## src/rtl/buffer_pkg.sv

```systemverilog
// Shared constants and elaboration-time helpers for the elastic buffer family.
package buffer_pkg;

    localparam int unsigned DEF_WIDTH     = 32'd8;
    localparam int unsigned DEF_DEPTH     = 32'd4;
    localparam int unsigned DEF_AFULL_LVL = 32'd3;

    // Ceiling log2, usable in parameter and port-width expressions.
    function automatic int unsigned clog2(input int unsigned value);
        int unsigned result;
        int unsigned v;
        result = 32'd0;
        if (value > 32'd1) begin
            v = value - 32'd1;
            while (v > 32'd0) begin
                result = result + 32'd1;
                v      = v >> 1;
            end
        end else begin
            result = 32'd0;
        end
        return result;
    endfunction

endpackage

```

## src/rtl/buffer_mem.sv

```systemverilog
// DEPTH x WIDTH register array with one write port and an asynchronous read
// port. Contents are deliberately not reset; validity is tracked by the
// controller's occupancy count.
module buffer_mem #(
    parameter int unsigned WIDTH = 32'd8,
    parameter int unsigned DEPTH = 32'd4,
    parameter int unsigned PTR_W = 32'd2
) (
    input  logic             clk,
    input  logic             wr_en,
    input  logic [PTR_W-1:0] wr_addr,
    input  logic [WIDTH-1:0] wr_data,
    input  logic [PTR_W-1:0] rd_addr,
    output logic [WIDTH-1:0] rd_data
);

    logic [WIDTH-1:0] mem_r [DEPTH];

    // Capture one entry per accepted push.
    always_ff @(posedge clk) begin
        if (wr_en) begin
            mem_r[wr_addr] <= wr_data;
        end
    end

    assign rd_data = mem_r[rd_addr];

endmodule

```

## src/rtl/elastic_buffer.sv

```systemverilog
// Registered ready/valid elastic buffer. Handshake flags are derived from the
// next occupancy and registered, so in_ready/out_valid never depend
// combinationally on in_valid or out_ready.
module elastic_buffer
    import buffer_pkg::*;
#(
    parameter int unsigned WIDTH     = DEF_WIDTH,
    parameter int unsigned DEPTH     = DEF_DEPTH,
    parameter int unsigned AFULL_LVL = DEF_AFULL_LVL
) (
    input  logic                  clk,
    input  logic                  rst,
    input  logic                  in_valid,
    input  logic [WIDTH-1:0]      in_data,
    output logic                  in_ready,
    output logic                  out_valid,
    output logic [WIDTH-1:0]      out_data,
    input  logic                  out_ready,
    input  logic                  flush,
    output logic [clog2(DEPTH):0] count,
    output logic                  almost_full
);

    localparam int unsigned PTR_W = clog2(DEPTH);
    localparam int unsigned CNT_W = PTR_W + 32'd1;

    localparam logic [PTR_W-1:0] PTR_ZERO   = {PTR_W{1'b0}};
    localparam logic [PTR_W-1:0] PTR_ONE    = {{(PTR_W-1){1'b0}}, 1'b1};
    localparam logic [CNT_W-1:0] CNT_ZERO   = {CNT_W{1'b0}};
    localparam logic [CNT_W-1:0] CNT_ONE    = {{(CNT_W-1){1'b0}}, 1'b1};
    localparam logic [CNT_W-1:0] CNT_FULL   = CNT_W'(DEPTH);
    localparam logic [CNT_W-1:0] CNT_AFULL  = CNT_W'(AFULL_LVL);

    // Parameter sanity: pointers must wrap naturally, threshold must be reachable.
    if ((DEPTH < 32'd2) || ((DEPTH & (DEPTH - 32'd1)) != 32'd0)) begin : g_bad_depth
        $error("elastic_buffer: DEPTH must be a power of 2 and >= 2");
    end
    if ((AFULL_LVL < 32'd1) || (AFULL_LVL > DEPTH)) begin : g_bad_afull
        $error("elastic_buffer: AFULL_LVL must be within 1..DEPTH");
    end

    logic [PTR_W-1:0] wr_ptr_r;
    logic [PTR_W-1:0] rd_ptr_r;
    logic [CNT_W-1:0] count_r;
    logic [CNT_W-1:0] count_nxt_s;
    logic             in_ready_r;
    logic             out_valid_r;
    logic             almost_full_r;
    logic             push_s;
    logic             pop_s;
    logic             wr_en_s;
    logic [WIDTH-1:0] rd_data_s;

    assign push_s  = in_valid & in_ready_r;
    assign pop_s   = out_valid_r & out_ready;
    // A flushed or reset cycle drops its incoming word entirely.
    assign wr_en_s = push_s & ~flush & ~rst;

    // Next occupancy from the push/pop pair of this cycle.
    always_comb begin
        count_nxt_s = count_r;
        if (push_s && !pop_s) begin
            count_nxt_s = count_r + CNT_ONE;
        end else if (!push_s && pop_s) begin
            count_nxt_s = count_r - CNT_ONE;
        end else begin
            count_nxt_s = count_r;
        end
    end

    // Pointer, occupancy and handshake-flag registers; reset and flush both
    // return to the empty state.
    always_ff @(posedge clk) begin
        if (rst || flush) begin
            wr_ptr_r      <= PTR_ZERO;
            rd_ptr_r      <= PTR_ZERO;
            count_r       <= CNT_ZERO;
            in_ready_r    <= 1'b1;
            out_valid_r   <= 1'b0;
            almost_full_r <= 1'b0;
        end else begin
            if (push_s) begin
                wr_ptr_r <= wr_ptr_r + PTR_ONE;
            end
            if (pop_s) begin
                rd_ptr_r <= rd_ptr_r + PTR_ONE;
            end
            count_r       <= count_nxt_s;
            in_ready_r    <= (count_nxt_s != CNT_FULL);
            out_valid_r   <= (count_nxt_s != CNT_ZERO);
            almost_full_r <= (count_nxt_s >= CNT_AFULL);
        end
    end

    buffer_mem #(
        .WIDTH (WIDTH),
        .DEPTH (DEPTH),
        .PTR_W (PTR_W)
    ) u_mem (
        .clk     (clk),
        .wr_en   (wr_en_s),
        .wr_addr (wr_ptr_r),
        .wr_data (in_data),
        .rd_addr (rd_ptr_r),
        .rd_data (rd_data_s)
    );

    // Head entry is presented only while valid so stale storage never leaks.
    assign out_data    = out_valid_r ? rd_data_s : {WIDTH{1'b0}};
    assign in_ready    = in_ready_r;
    assign out_valid   = out_valid_r;
    assign count       = count_r;
    assign almost_full = almost_full_r;

endmodule

```

## config.mk

```make
export PLATFORM = sky130hd
export DESIGN_NAME = elastic_buffer
export DESIGN_NICKNAME = d
export VERILOG_FILES = /design/src/rtl/buffer_pkg.sv /design/src/rtl/buffer_mem.sv /design/src/rtl/elastic_buffer.sv
export SDC_FILE = /design/constraint.sdc
export NUM_CORES = 1
export LEC_CHECK = 0
export ABC_CLOCK_PERIOD_IN_PS = 2100
export CAP_MARGIN = 20
export CORE_ASPECT_RATIO = 0.75
export CORE_UTILIZATION = 23
export DETAILED_ROUTE_END_ITERATION = 10
export PLACE_DENSITY = 0.48
export SYNTH_ARGS = -nofsm -noshare
export SYNTH_HDL_FRONTEND = slang
export SYNTH_HIERARCHICAL = 1
export SYNTH_SLANG_ARGS = --single-unit
```

## constraint.sdc

```tcl
create_clock -name clk -period 2.1 [get_ports clk]
set_input_delay 0.42 -clock clk [delete_from_list [all_inputs] [get_ports clk]]
set_output_delay 0.42 -clock clk [all_outputs]
set_load 0.01 [all_outputs]
```

==> metrics.md, run 1 <==
| Metric | Value |
|---|---|
| Status | complete, no violations |
| Seq/Total Area, Yosys | 64.5% |
| Critical path, cell by cell | buf_6, mux4_2, and2_2, buf_2 |
| Clock Latency Late Sink | 0.29 ns |
| Fill cell count | 734 |
| Power per standard cell area | 706 nW/um^2 |
| Syn_nets | 129 |
| Post-layout util | 31.4% |
| Routed Antenna Nets | 0 |
| Worst r2r src | count[0] |
| Setup repair after global routing missed its margin | no |
| Clock Root Buffer | clkbuf_8 |
| DRC errors left | 0 |
| Area after DPL | 2260 sq um |
| Vias in the first global route | 1098 |
| H-tree levels | 2 |
| CTS Sinks | 42 |
| Share of cells above drive strength 1 | 33.5% |
| Post-route setup slack | 0.0712 ns |
| Port-buffer cells | 26 |
| Fin crit share | 96.6% |
| Max-Cap Viols | 0 |
| Share of the synthesized area in the top cell type | 53.4% |
| Synth Cell Area | 1800 sq um |
| Netlist cell types | 33 |
| P&R area growth vs syn | 30.1% |
| Clk pin slew, worst setup/hold paths | 0.08 ns |
| Hold-fix buffers, CTS | 0 |
| Largest net degree at the start of global routing | 14 |
| 1st-iter DRT viols | 29 |
| CP max stage cell | mux4_2 |
| Tightest Hold Check Type | register to register |
| FMAX | 493 MHz |
| Grt total ovfl | 0 |
| Routed WL per cell | 12.7 microns |
| Most used DFF post-synth | edfxtp_1 |
| Die Height | 78.6 microns |
| Met2 wire length | 1.52 mm |
| Clk buf depth | 2 |
| Synth Register Bits | 42 |
| Max-slew headroom | 70.1% |
| Total track usage | 8.82% |
| Slew @ Worst Pin | 0.448 ns |
| Starting Density | 24.1% |
| First-pass GRT wire length | 5.38 mm |
| Ys async rst share | 0% |
| Core area | 7470 sq um |
| Final instance area | 2340 sq um |
| Io pins | 27 |
| Final Hold Vio Count | 0 |
| Num rows | 27 |
| Largest cells by area after synthesis | edfxtp_1 (53%), dfxtp_1 (11%), mux4_2 (10%) |
| CP Capture Type | output pin |
| Post-synth top cells | edfxtp_1 (32), nor2_1 (11), dfxtp_1 (10), and2_2 (8), mux4_2 (8) |
| Worst VDD drop | 0.257 mV |
| Drt via density | 3.95 |
| Synth warn | 6 |
| DR top layer | met4 |
| Met1 wire length | 1.56 mm |
| Area leader, netlist | edfxtp_1 |
| Vias | 1011 |
| Cells after Synth | 114 |
| Setup CP Type | register to output pin |
| Die Width | 104 microns |
| Critical Path RT | 1.68 ns |
| Nets | 169 |
| Setup Skew | 0.00984 ns |
| Buf/Inv on CP | 2 |
| CTS tree | built |
| Max FO, Critical Path | 5 |
| Max stage delay on crit path | 0.50 ns |
| Cell family with most CP delay | multiplexers |
| Post-DP HPWL | 2.41 mm |
| Setup slack at placement | -0.00375 ns |
| Initial antenna violation count | 0 |
| Total CTS buffers | 5 |
| N_diodes | 0 |
| Setup violations, final | 0 |
| Worst setup startpoint | rd_ptr_r[0] |
| Routed length on met3 | 122 microns |
| EDFF count, synth | 32 |
| Gpl congestion | 0.727 |
| HP Start | count[0] |
| CP arrival | 1.61 ns |
| Drt pass-1 iters | 4 |
| Die area | 8180 sq um |
| Pleak | 0.000817 uW |
| Cell with the most instances after synthesis | edfxtp_1 |
| Wirelength, routed | 3.25 mm |
| Minimum clock period | 2.03 ns |
| Post-Syn Area per Cell | 15.8 sq um |
| Critical path launch point type | register |
| Fin. max-slew vios | 0 |
## placed cells by master (no fill, tap or decap), types with 3 or more instances in the layout
cell              n
nor2_1           11
clkdlybuf4s50_1  18
edfxtp_1         32
xnor2_1           3
dfxtp_1           9
buf_4             8
mux4_2            8
and2_2            8
clkbuf_8          5
buf_2             8
buf_12            3
nand2_1           5
xor2_1            3
## timing repair
action,4_1_cts,5_1_grt
setup endpoints to repair,8,1
resized for setup,34,1
buffers inserted,0,1
## layout make-up
cell class	instances	area (sq um)	share of cell area, %
Inverter	2	7.51	0.321
Sequential cell	42	1160	49.7
Tap cell	101	126	5.40
Multi-Input combinational cell	64	573	24.5
Clock inverter	3	40.0	1.71
Clock buffer	5	68.8	2.94
Timing Repair Buffer	39	363	15.5
## state kept, by name (all words and copies together) (netlist names)
register	flops
in_ready	1
rd_ptr_r	2
almost_full	1
out_valid	1
u_mem/mem_r	32
wr_ptr_r	2
count	3
## metrics by stage
step | power (uW) | TNS, ns | cells | hold WS [ns]
final | 1650 | 0 | 256 | 0.582
after detailed placement | 1070 | -0.00375 | 247 | 0.570
after floorplan | 1010 | 0 | 114 | 0.478
after CTS | 1680 | 0 | 255 | 0.581
after global placement | 1070 | 0 | 247 | 0.557
after global routing | 1720 | 0 | 256 | 0.626
## worst min-delay path, stage by stage (launching register included)
cell and delay (ns):
dfxtp_1 0.37, nand3_1 0.09, a31oi_1 0.07
## kinds of logic after synthesis
kind of cell | after synthesis | synth area share (%)
AO/OA/AOI/OAI | 7 | 2.78
XOR/XNOR | 7 | 3.83
adder cells (fa/ha/maj) | 2 | 1.39
buffers and inverters | 8 | 3.89
flip-flops | 42 | 64.5
multiplexers | 10 | 11.4
AND/OR/NAND/NOR | 38 | 12.2
## per-layer routing
metal	track usage (%)	vias to the layer above
li1	-	502
met1	10.6	486
met2	14.7	18
met3	2.74	5
met4	3.86	0
met5	0	-
## where the power goes
part           internal [uW]  switching, uW
logic                   75.0           56.0
registers                905           12.4
clock network            349            256
## path summary, 6_finish.rpt
kind | to | slack [ns] | cells past startpoint
setup / recovery | out_data[6] | 0.07 | 4
hold / removal | almost_full | 0.58 | 2
setup reg to reg | in_ready | 0.30 | 6
hold reg to reg | almost_full | 0.58 | 2
Note: power is estimated with default switching activity, not from simulation.
==> inputs of run 2 (changes only) <==
CORE_UTILIZATION = 47   (was 23)
PLACE_DENSITY = 0.8   (was 0.48)
==> metrics.md, run 2 (synthesis gave the netlist of run 1 again) <==
| Metric | Value |
|---|---|
| Status | complete, no violations |
| Drt pass-1 iters | 4 |
| GRT Max-Usage Layer | met2 |
| Worst VDD drop | 0.589 mV |
| Tightest Hold Check Type | register to register |
| Commonest cells after routing, fill and taps aside | edfxtp_1 (32), clkdlybuf4s50_1 (18), nor2_1 (11) |
| Nets | 168 |
| Post-route setup slack | 0.0765 ns |
| Fin crit share | 96.4% |
| Total CTS buffers | 5 |
| Worst setup startpoint | rd_ptr_r[0] |
| CP arrival | 1.60 ns |
| Starting Density | 49.1% |
| Fin. max-slew vios | 0 |
| Minimum clock period | 2.02 ns |
| Largest register FFs | 32 |
| Worst R2R Setup Slack | 0.27 ns |
| Met1 Resource Use GR | 20.8% |
| Setup CP Type | register to output pin |
| CTS tree | built |
| Total track usage | 17.8% |
| Grt total ovfl | 0 |
| Vias | 1039 |
| Share of cells above drive strength 1 | 31.2% |
| Setup TNS | 0 ns |
| Max FO, Critical Path | 4 |
| First-pass GRT wire length | 4.91 mm |
| 1st-iter DRT viols | 56 |
| CP max stage cell | mux4_2 |
| Port-buffer cells | 26 |
| Register-to-Register Path Depth | 6 |
| Pleak | 0.000787 uW |
| Most flops, register | u_mem/mem_r |
| Clk pin slew, worst setup/hold paths | 0.07 ns |
| Setup violations, final | 0 |
| Routing usage on met2 | 26.9% |
| Critical path launch point type | register |
| Critical path, cell by cell | buf_6, mux4_2, and2_2, buf_2 |
| Met3 Track Usage GR | 6.70% |
| Die area | 4080 sq um |
| Post-layout util | 60.4% |
| Post-DP HPWL | 2.23 mm |
| Wirelength, routed | 3.09 mm |
| Setup slack at placement | -0.0194 ns |
| P&R area growth vs syn | 22.8% |
| Final Hold Vio Count | 0 |
| Core area | 3660 sq um |
| Critical path endpoint | out_data[5] |
| Setup repair after global routing missed its margin | no |
| DRC errors left | 0 |
| Reg2reg end | in_ready |
| Gpl congestion | 0.740 |
| Clk buf depth | 2 |
| Max-slew headroom | 71.2% |
| Max stage delay on crit path | 0.48 ns |
| FMAX | 494 MHz |
| Initial antenna violation count | 0 |
| Max-Cap Viols | 0 |
| H-tree levels | 2 |
| Fill cell count | 304 |
| Routed Antenna Nets | 0 |
| CP Capture Type | output pin |
| Setup Skew | 0.00416 ns |
| Die Width | 73.4 microns |
| Power per standard cell area | 693 nW/um^2 |
| Hold-fix buffers, CTS | 0 |
| Die Height | 55.6 microns |
| Slew @ Worst Pin | 0.431 ns |
| Critical Path RT | 1.68 ns |
| Worst r2r src | count[0] |
| Drt via density | 5.04 |
| Routed WL per cell | 15.0 microns |
| Clock Latency Late Sink | 0.30 ns |
| Clock Root Buffer | clkbuf_8 |
| CTS Sinks | 42 |
| Commonest non-fill, non-tap cell in the layout | edfxtp_1 |
| Io pins | 27 |
| N_diodes | 0 |
| Vias in the first global route | 1041 |
| Largest net degree at the start of global routing | 14 |
| Num rows | 19 |
## run 2: layout make-up
| type | instances | area (sq um) | area share, % |
|---|---|---|---|
| timing repair buffer | 38 | 318 | 14.4 |
| multi-input combinational | 64 | 574 | 26.0 |
| sequential | 42 | 1160 | 52.7 |
| tap | 52 | 65.1 | 2.94 |
| inverter | 2 | 7.51 | 0.340 |
| clock buffer | 8 | 80.1 | 3.62 |
## run 2: report_power, final
group	total, uW	internal, uW	switching, uW
combinational	124	70.4	54.0
sequential	916	904	12.5
clock	490	236	254
## run 2: metal layers
metal  share of wire (%)  wire, microns
met1                  41           1260
met2                  51           1570
met3                 5.4            166
met4                 3.0             93
met5                   0              0
## run 2: what timing repair did
| item | 4_1_cts | 5_1_grt |
|---|---|---|
| resized for setup | 35 | 2 |
| endpoints found under the hold margin | 0 | 0 |
| buffers inserted | 1 | 0 |
| endpoints found under the setup margin | 8 | 6 |
## run 2: how the worst min path moves through the flow
stage / slack [ns] / startpoint / endpoint / cells after the start
5_1_grt: 0.62 / count[0] / almost_full / 2
4_1_cts: 0.58 / count[0] / almost_full / 2
3_3_place_gp: 0.56 / wr_ptr_r[1] / wr_ptr_r[1] / 2
3_5_place_dp: 0.58 / count[0] / almost_full / 2
6_report: 0.58 / count[0] / almost_full / 2
2_1_floorplan: 0.48 / rd_ptr_r[1] / rd_ptr_r[1] / 2
## run 2: critical path: cells and delay by family (launching register included)
family                 cells  cell delay [ns]
AND/OR/NAND/NOR            1             0.20
buffers and inverters      2             0.25
multiplexers               1             0.48
flip-flops                 1             0.37
## run 2: through the flow
| step | total power, uW | cells | instance area (sq um) | hold WS (ns) |
|---|---|---|---|---|
| final | 1530 | 206 | 2210 | 0.579 |
| after global routing | 1590 | 206 | 2210 | 0.624 |
| after CTS | 1550 | 206 | 2210 | 0.580 |
| after detailed placement | 1070 | 197 | 2150 | 0.577 |
| after global placement | 1060 | 197 | 2150 | 0.562 |
| after floorplan | 1010 | 114 | 1800 | 0.478 |
==> inputs of run 3 (changes only) <==
ABC_CLOCK_PERIOD_IN_PS = 2300   (was 2100)
CORE_UTILIZATION = 52   (was 47)
PLACE_DENSITY = 0.83   (was 0.8)
REMOVE_ABC_BUFFERS = 1   (was default)
clock period = 2.3 ns   (was 2.1 ns; I/O delays follow)
==> metrics.md, run 3 (synthesis gave the netlist of run 1 again) <==
| Metric | Value |
|---|---|
| Status | complete, no violations |
| Minimum clock period | 2.25 ns |
| Vias in the first global route | 993 |
| CTS Sinks | 42 |
| Nets | 163 |
| Post-DP HPWL | 2.13 mm |
| Commonest non-fill, non-tap cell in the layout | edfxtp_1 |
| Multi-input gate area | 568 sq um |
| CTS tree | built |
| Slew @ Worst Pin | 0.455 ns |
| Fin crit share | 97.8% |
| Setup repair after global routing missed its margin | no |
| Max FO, Critical Path | 8 |
| Post-CTS sizing | 10 |
| First-pass GRT wire length | 4.71 mm |
| Post-layout util | 66.9% |
| Setup TNS | 0 ns |
| Max-slew headroom | 69.6% |
| Vias | 1034 |
| Clock Root Buffer | clkbuf_8 |
| Clk buf depth | 2 |
| Share of cells above drive strength 1 | 24.8% |
| Setup Skew | 0.00634 ns |
| Total track usage | 18.0% |
| Io pins | 27 |
| Clk pin slew, worst setup/hold paths | 0.07 ns |
| Seq. cell area | 1160 sq um |
| Die Height | 52.9 microns |
| Port-buffer cells | 26 |
| Grt total ovfl | 0 |
| Largest net degree at the start of global routing | 15 |
| Cell family with most CP delay | multiplexers |
| Setup Fix Bufs, Post-CTS | 0 |
| Critical path, cell by cell | buf_12, mux4_2, and2_2, dlygate4sd2_1 |
| Commonest cells after routing, fill and taps aside | edfxtp_1 (32), clkdlybuf4s50_1 (18), nor2_1 (11) |
| Most flops, register | u_mem/mem_r |
| Fin. max-slew vios | 0 |
| Die Width | 69.9 microns |
| Total CTS buffers | 5 |
| Max-Cap Viols | 0 |
| Post-route setup slack | 0.0508 ns |
| Starting Density | 54.7% |
| Buf/Inv on CP | 2 |
| Die area | 3700 sq um |
| Setup slack at placement | 0.0894 ns |
| Tightest Hold Check Type | register to register |
| Pleak | 0.000775 uW |
| Tot Pwr | 1410 uW |
| Initial antenna violation count | 0 |
| Drt pass-1 iters | 4 |
| Clock Latency Late Sink | 0.30 ns |
| Hold-fix buffers, CTS | 0 |
| CP arrival | 1.79 ns |
| Routed Antenna Nets | 0 |
| Final Hold Vio Count | 0 |
| DRC errors left | 0 |
| Routed WL per cell | 15.8 microns |
| Setup CP Type | register to output pin |
| Critical Path RT | 1.84 ns |
| H-tree levels | 2 |
| Max stage delay on crit path | 0.49 ns |
| Worst VDD drop | 0.419 mV |
| Num rows | 18 |
| Power per standard cell area | 640 nW/um^2 |
| Critical path launch point type | register |
| Gpl congestion | 0.705 |
| CP Capture Type | output pin |
| CP max stage cell | mux4_2 |
| N_diodes | 0 |
| FMAX | 445 MHz |
| Wirelength, routed | 2.98 mm |
| Drt via density | 5.47 |
| Largest register FFs | 32 |
| Core area | 3290 sq um |
| P&R area growth vs syn | 22.2% |
| Setup violations, final | 0 |
| 1st-iter DRT viols | 55 |
| Fill cell count | 237 |
run 3: per-stage QoR:
step	instance area (sq um)	std cells	hold WS, ns
floorplan	1740	108	0.522
global placement	2110	181	0.545
detailed placement	2110	181	0.573
CTS	2200	189	0.581
global route	2200	189	0.610
finish	2200	189	0.575
run 3: area by class of cell:
type,count,share of cell area [%]
clock inverter,3,0.968
timing repair buffer,33,14.5
tap,40,2.28
multi-input combinational,64,25.8
clock buffer,5,3.13
sequential,42,53.0
inverter,2,0.341
run 3: layer usage:
layer / wire length (microns) / vias to the layer above / GRT usage, %
met3: 138 / 8 / 4.76
met4: 64 / 0 / 10.0
met5: 0 / - / 0
met2: 1530 / 31 / 31.3
li1: - / 490 / -
met1: 1250 / 505 / 20.8
run 3: worst register-to-register path, cell delays in order (launching register included):
cell and delay [ns]:
dfxtp_1 0.44, inv_1 0.14, ha_1 0.41, nand2_1 0.07
nor3_1 0.16, a221o_1 0.17, or3b_1 0.35
run 3: path summary, 6_finish.rpt:
path               startpoint           to  slack, ns  cells past startpoint
setup / recovery  rd_ptr_r[0]  out_data[5]       0.05                      4
hold / removal    rd_ptr_r[0]  rd_ptr_r[0]       0.57                      2
setup reg to reg     count[0]     in_ready       0.45                      6
hold reg to reg   rd_ptr_r[0]  rd_ptr_r[0]       0.57                      2
run 3: where the power goes:
part | total (uW) | switching (uW) | internal [uW]
Clock | 459 | 246 | 213
Sequential | 836 | 11.1 | 825
Combinational | 114 | 50.1 | 63.5
